==> src/rtl/rf_wb_scheduler.sv <==
// Register-file write-port owner: arbitrates pipeline (P) and long-latency (L) writebacks,
// keeps a busy scoreboard for outstanding long-latency results and raises decode stalls.
module rf_wb_scheduler #(
    parameter int N          = 32,
    parameter int M          = 32,
    parameter int STARVE_MAX = 4
) (
    input  logic         clk,
    input  logic         rst,
    input  logic         p_valid,
    output logic         p_ready,
    input  logic [4:0]   p_rd,
    input  logic [N-1:0] p_data,
    input  logic         l_valid,
    output logic         l_ready,
    input  logic [4:0]   l_rd,
    input  logic [N-1:0] l_data,
    input  logic         dec_valid,
    input  logic [4:0]   dec_rs1,
    input  logic [4:0]   dec_rs2,
    input  logic [4:0]   dec_rd,
    input  logic         dec_use_rs1,
    input  logic         dec_use_rs2,
    input  logic         dec_rd_we,
    input  logic         dec_long,
    output logic         stall,
    output logic         w_enb,
    output logic [4:0]   w_rd,
    output logic [N-1:0] w_data,
    output logic [5:0]   busy_cnt,
    output logic         err
);

    localparam int SW = $clog2(STARVE_MAX + 1);

    logic [SW-1:0] starve_cnt_reg, starve_cnt_next;
    logic [M-1:0]  busy_reg, busy_next;
    logic [5:0]    busy_cnt_reg, busy_cnt_next;
    logic          err_reg, err_next;
    logic          w_enb_reg, w_enb_next;
    logic [4:0]    w_rd_reg, w_rd_next;
    logic [N-1:0]  w_data_reg, w_data_next;

    logic force_l;
    logic p_hs, l_hs;
    logic set_en, clr_en;
    logic cnt_inc, cnt_dec;
    logic hit_rs1, hit_rs2, hit_rd;

    // Arbitration: P wins by default; L is forced through once it has waited STARVE_MAX cycles.
    assign force_l = (starve_cnt_reg == SW'(STARVE_MAX));
    assign l_ready = !p_valid || force_l;
    assign p_ready = !(l_valid && force_l);
    assign p_hs    = p_valid && p_ready;
    assign l_hs    = l_valid && l_ready;

    // The in-flight write register counts as a hazard: the register file commits it next edge.
    assign hit_rs1 = (dec_rs1 != 5'd0) && (busy_reg[dec_rs1] || (w_enb_reg && w_rd_reg == dec_rs1));
    assign hit_rs2 = (dec_rs2 != 5'd0) && (busy_reg[dec_rs2] || (w_enb_reg && w_rd_reg == dec_rs2));
    assign hit_rd  = (dec_rd  != 5'd0) && (busy_reg[dec_rd]  || (w_enb_reg && w_rd_reg == dec_rd));
    assign stall   = dec_valid && ((dec_use_rs1 && hit_rs1) || (dec_use_rs2 && hit_rs2) ||
                                   (dec_rd_we && hit_rd));

    assign set_en = dec_valid && dec_long && dec_rd_we && !stall && (dec_rd != 5'd0);
    assign clr_en = l_hs && (l_rd != 5'd0);

    genvar gi;
    generate
        for (gi = 0; gi < M; gi++) begin : g_busy
            assign busy_next[gi] = (set_en && dec_rd == 5'(gi)) ? 1'b1 :
                                   (clr_en && l_rd == 5'(gi))   ? 1'b0 : busy_reg[gi];
        end
    endgenerate

    // Count only real transitions so busy_cnt always equals the number of set bits.
    assign cnt_inc = set_en && !busy_reg[dec_rd];
    assign cnt_dec = clr_en && busy_reg[l_rd] && !(set_en && dec_rd == l_rd);

    always_comb begin
        busy_cnt_next = busy_cnt_reg;
        if (cnt_inc && !cnt_dec)
            busy_cnt_next = busy_cnt_reg + 6'd1;
        else if (cnt_dec && !cnt_inc)
            busy_cnt_next = busy_cnt_reg - 6'd1;
    end

    always_comb begin
        starve_cnt_next = starve_cnt_reg;
        if (l_hs || !l_valid)
            starve_cnt_next = '0;
        else if (starve_cnt_reg != SW'(STARVE_MAX))
            starve_cnt_next = starve_cnt_reg + SW'(1);
    end

    always_comb begin
        err_next = err_reg;
        if (l_hs && (l_rd != 5'd0) && !busy_reg[l_rd])
            err_next = 1'b1;
        if (p_hs && (p_rd != 5'd0) && busy_reg[p_rd])
            err_next = 1'b1;
    end

    always_comb begin
        w_enb_next  = 1'b0;
        w_rd_next   = w_rd_reg;
        w_data_next = w_data_reg;
        if (p_hs && p_rd != 5'd0) begin
            w_enb_next  = 1'b1;
            w_rd_next   = p_rd;
            w_data_next = p_data;
        end else if (l_hs && l_rd != 5'd0) begin
            w_enb_next  = 1'b1;
            w_rd_next   = l_rd;
            w_data_next = l_data;
        end
    end

    always_ff @(posedge clk) begin
        if (rst) begin
            starve_cnt_reg <= '0;
            busy_reg       <= '0;
            busy_cnt_reg   <= '0;
            err_reg        <= 1'b0;
            w_enb_reg      <= 1'b0;
            w_rd_reg       <= '0;
            w_data_reg     <= '0;
        end else begin
            starve_cnt_reg <= starve_cnt_next;
            busy_reg       <= busy_next;
            busy_cnt_reg   <= busy_cnt_next;
            err_reg        <= err_next;
            w_enb_reg      <= w_enb_next;
            w_rd_reg       <= w_rd_next;
            w_data_reg     <= w_data_next;
        end
    end

    assign w_enb    = w_enb_reg;
    assign w_rd     = w_rd_reg;
    assign w_data   = w_data_reg;
    assign busy_cnt = busy_cnt_reg;
    assign err      = err_reg;

endmodule

==> config.mk <==
export PLATFORM = sky130hd
export DESIGN_NAME = rf_wb_scheduler
export DESIGN_NICKNAME = d
export VERILOG_FILES = /design/src/rtl/rf_wb_scheduler.sv
export SDC_FILE = /design/constraint.sdc
export NUM_CORES = 1
export LEC_CHECK = 0
export BUFFER_PORTS_ARGS = -buffer_cell sky130_fd_sc_hd__buf_2
export CAP_MARGIN = 20
export CORE_MARGIN = 2
export CORE_UTILIZATION = 38
export CTS_BUF_LIST = sky130_fd_sc_hd__clkbuf_2
export CTS_CLUSTER_SIZE = 20
export DETAILED_ROUTE_END_ITERATION = 16
export PLACE_DENSITY = 0.73
export SYNTH_ARGS = -nofsm -noshare
export SYNTH_HDL_FRONTEND = slang
export SYNTH_SLANG_ARGS = --single-unit
==> constraint.sdc <==
create_clock -name clk -period 8.3 [get_ports clk]
set_clock_uncertainty 0.05 [all_clocks]
set_input_delay 1.66 -clock clk [delete_from_list [all_inputs] [get_ports clk]]
set_output_delay 1.66 -clock clk [all_outputs]
set_load 0.02 [all_outputs]
Word-level counts from Yosys, hierarchy flattened --
Cells that the tools add are included.
Cells by class: reduce and logical (&&, ||, !) cells 150, $add $sub $neg 3, div/mod/pow operators 0, mux-type cells 84, equality and inequality tests 68, shift operators 0, bitwise operators 0, multipliers 0, order comparisons 5
Operators with widths (number):
- $eq 5x5->1 const B | 32
- $logic_and 1x1->1 | 91
- $eq 5x4->1 const B | 16
- $mux 1 | 73
- $reduce_bool 2->1 | 35
- $mux 32 | 2
- $eq 5x3->1 const B | 8
- $lt 5x6->1 const B | 5
- $bmux 1 s5 | 5
- $reduce_bool 5->1 | 5
- $eq 5x2->1 const B | 4
- $eq 5x5->1 | 4
- $mux 6 | 2
- $eq 5x1->1 const B | 2
- $logic_not 5->1 | 2
- $mux 5 | 2
- $logic_not 1->1 | 9
- $logic_or 1x1->1 | 7
- $add 6x1->6 const B | 1
- $sub 6x1->6 const B | 1
- $add 3x1->3 const B | 1
- $eq 3x3->1 const B | 1
- $ne 3x3->1 const B | 1
- $reduce_or 2->1 | 1
Storage, ports and cells: ROM bits 0, RAM bits 0, word-level logic and storage cells 348, bits in latches 0, bits in registers 80, memories kept 0, output and inout port bits 48, input port bits 98

Longest topological paths before layout --
depth after elaboration 17, depth in mapped cells 17, depth with buffers taken out 15

Worst setup path after synthesis --
OpenSTA, ideal clock, no wires.
path kind input -> register, start point in l_rd[2], end point reg busy_cnt_reg[5], in the netlist busy_cnt[5], cell stages on the path 15, path slack 3.089 ns, data arrival time 5.040 ns, buffers on the path 2, data required time 8.129 ns, library setup time 0.121 ns, cells stage by stage clkbuf_1 -> clkbuf_1 -> mux4_2 -> mux4_2 -> mux2_2 -> nand4_1 -> ha_1 -> inv_1 -> ha_1 -> a21o_1 -> a21oi_1 -> o21bai_1 -> a21oi_1 -> mux2i_1 -> mux2_2
On the way: longest elaborated chain between the ends 7
RTL lines:
- start: declaration | line 16 | input logic [4:0] l_rd,
- $bmux 1 s5, or another cell as far along | line 77 | assign cnt_dec = clr_en && busy_reg[l_rd] && !(set_en && dec_rd == l_rd);
- $mux 1 (implied by the code), or another cell as far along | line 77
- $logic_and 1x1->1 / $logic_not 1->1 (equally long branches) | line 77
- $logic_and 1x1->1 * | line 77
- $logic_not 1->1 | line 81 | if (cnt_inc && !cnt_dec)
- $logic_and 1x1->1 | line 81
- $mux 6 / $reduce_bool 2->1 (equally long branches)
- end signal: assignment | line 130 | busy_cnt_reg <= busy_cnt_next;
- end: declaration | line 38 | logic [5:0] busy_cnt_reg, busy_cnt_next;
Mark *: on every way between the ends. The rest lies on a longest branch, timed or not. The select of a mux whose other input is x is not followed. A chain may end at the register's enable or synchronous reset.

Final worst setup path --
start point in dec_rs1[0], end point out stall
On the way: longest elaborated chain between the ends 8
RTL lines:
- start: declaration | line 19 | input logic [4:0] dec_rs1,
- $bmux 1 s5 / $eq 5x5->1 (equally long branches) | line 58 | assign hit_rs1 = (dec_rs1 != 5'd0) && (busy_reg[dec_rs1] || (w_enb_reg && w_rd_reg == dec_rs1));
- $mux 1 (implied by the code) / $logic_and 1x1->1 (equally long branches) | line 58
- $logic_or 1x1->1 | line 58
- $logic_and 1x1->1 * | line 58
- $logic_and 1x1->1 * | line 61 | assign stall = dec_valid && ((dec_use_rs1 && hit_rs1) || (dec_use_rs2 && hit_rs2) ||
- $logic_or 1x1->1 * (2 in series) | line 61
- $logic_and 1x1->1 * | line 61
- end: declaration | line 26 | output logic stall,
Marks and branches as above.

==> reports/qor.yml <==
status:
  status: "finished clean"
final_layout:
  syn2layout_area_growth_pct: 16.3
  fin_nets: 778
  fin_cells: 858
  n_fill_cell: 1326
  finish.instance_area_um2: 6220
  drive_above_1_share: 0.355
setup_path:
  r2r_cells: 16
  path_class: "in2out"
  cp.required_ps: 6590
  arrival_ps: 3850
  end_kind: "primary output"
  rrSetupSlack_ps: 4250
  startpoint: "dec_rs1[0]"
  rr_startpoint: "busy_reg[15]"
  r2r-end: "busy_cnt[5]"
  critPathCapture: "stall"
  cp_max_fo: 33
  startpoint_type: "primary input"
power:
  ir_drop_mv: 0.0489
  power_per_cell_area_nw_per_um2: 130
  static-leakage-power_nw: 2.58
place:
  io_buffers: 145
  gp_congestion: 0.938
  dp_cells: 841
  dp_hpwl_um: 11900
  placed_cell_area_um2: 6120
logic_synthesis:
  synthTopCellsByCount: "80 x dfxtp_1, 61 x nor2_1, 38 x nor3_1, 36 x nand2_1, 36 x o22ai_1"
  syn_area_um2: 5350
  yosysSeqAreaShare: 0.299
  ys_warn_count: 0
  synthFlopType: "dfxtp_1"
  yosysTopAreaCellShare: 0.299
  async_flop_share: 0
  synth_edf_count: 0
  synth.largest_area_cell: "dfxtp_1"
  syn-num-nets: 668
  synth_seq_cells: 80
  synthCells: 562
  syn_area_per_cell_um2: 9.52
  synth_most_common_cell: "dfxtp_1"
  ys_types: 53
  ys_top_cells_by_area: "dfxtp_1 30%, mux4_2 14%, o41ai_2 8.5%"
route:
  ant_nets: 0
  drt_iter0_drc: 575
  vias: 5159
  avgRoutedWirePerCell_um: 19.2
  routed_wl_um: 16400
  drcViolationCount: 0
  drt_pass1_iterations: 5
  viasPerCell: 6.01
clock_tree:
  post_cts_buffers: 0
  tritoncts: "done"
  cts_root_buffer: "clkbuf_2"
  cts_made_buffers: 9
  clk-insertion-delay-late_ps: 550
  clk_pin_slew_ps: 200
  clockBufferDepth: 2
  cts.repair.resized: 0
  clock-sinks: 80
  hold_buffers: 0
  htree_levels: 3
sta:
  finalCritPeriodShare: 0.670
  hold_viol: 0
  slew_violations: 0
  tns_ps: 0
  setup-violations-final: 0
  rsz0062_at_grt: "false"
  layout_min_cycle_time_ps: 5560
  max_slew_margin: 0.336
  worstMarginPinSlew_ps: 995
  fmax_ghz: 0.180
global_route:
  grt_max_degree: 54
  grt_overflow: 0
  antenna_found_initial: 1
  grt_usage: 0.221
  grt_pass1_vias: 4814
  grt_first_pass_wirelength_um: 25800
min_path:
  min_path_type: "reg2reg"
job:
  drv_cap: 0
floorplanning:
  die_area_um2: 15000
  die_h_um: 123
  initial_core_util: 0.387
  core-area_um2: 13800
  rows: 43
  io-pin-count: 146
  die_width_um: 123
-- worst min-delay path by stage --
stage	depth (start not counted)	start	endpoint
3_3_place_gp	1	starve_cnt_reg[0]	starve_cnt_reg[0]
4_1_cts	1	starve_cnt_reg[0]	starve_cnt_reg[0]
6_report	1	starve_cnt_reg[0]	starve_cnt_reg[0]
5_1_grt	1	starve_cnt_reg[0]	starve_cnt_reg[0]
2_1_floorplan	1	starve_cnt_reg[0]	starve_cnt_reg[0]
3_5_place_dp	2	err	err
-- metrics by stage --
stage / util / worst slack, ps / power, W / hold slack (ps)
floorplan: - / 3090 / 0.000558 / 380
global placement: 0.443 / 2740 / 0.000623 / 399
detailed placement: 0.443 / 2660 / 0.000625 / 412
CTS: 0.449 / 2750 / 0.000815 / 439
global route: 0.449 / 2590 / 0.000851 / 453
finish: 0.450 / 2740 / 0.000809 / 430
-- kinds of logic (layout without fill, tap and decap cells) --
| group | count (synthesis) | after routing | share of synthesized area |
|---|---|---|---|
| AND/OR/NAND/NOR | 202 | 202 | 0.182 |
| AO/OA/AOI/OAI | 126 | 126 | 0.215 |
| flip-flops | 80 | 80 | 0.299 |
| multiplexers | 66 | 66 | 0.203 |
| buffers and inverters | 61 | 176 | 0.0505 |
| XOR/XNOR | 19 | 19 | 0.0311 |
| adder cells (fa/ha/maj) | 8 | 8 | 0.0201 |
| other | 0 | 1 | 0 |
-- critical path: stages --
cell      delay [ps]
buf_2            180
or4_1            540
o21a_1           210
nor2b_1          140
a221oi_2         300
o22ai_4           90
buf_4            290
o21a_1           240
buf_2            150
-- area by class of cell --
cell class | count | area [um2] | share of cell area
Antenna cell | 1 | 2.50 | 0.000402
Clock buffer | 10 | 50.0 | 0.00805
Timing Repair Buffer | 151 | 771 | 0.124
Multi-Input combinational cell | 421 | 3490 | 0.561
Inverter | 9 | 33.8 | 0.00543
Sequential cell | 80 | 1600 | 0.258
Clock inverter | 6 | 45.0 | 0.00724
Tap cell | 180 | 225 | 0.0362
-- cell usage in the layout (no fill, tap or decap), types with 13 or more instances in the layout --
master	instances
buf_2	145
dfxtp_1	80
mux2i_1	25
mux4_2	33
nand2_1	36
nand3_1	26
nor2_1	61
nor3_1	38
o211ai_1	20
o22ai_1	36
o41ai_2	28
xnor2_1	13
-- power breakdown --
| part | internal, W | switching (W) |
|---|---|---|
| clock network | 0.0000423 | 0.000148 |
| registers | 0.000403 | 0.0000151 |
| logic | 0.0000758 | 0.000125 |
| total | 0.000521 | 0.000288 |
-- per-layer routing --
layer	GRT usage	wire length [um]	up-vias
li1	-	-	2395
met1	0.302	6750	2410
met2	0.333	7520	298
met3	0.0507	1580	54
met4	0.0970	579	2
met5	0	13	-
No activity file was read; power rests on OpenSTA's default activity.
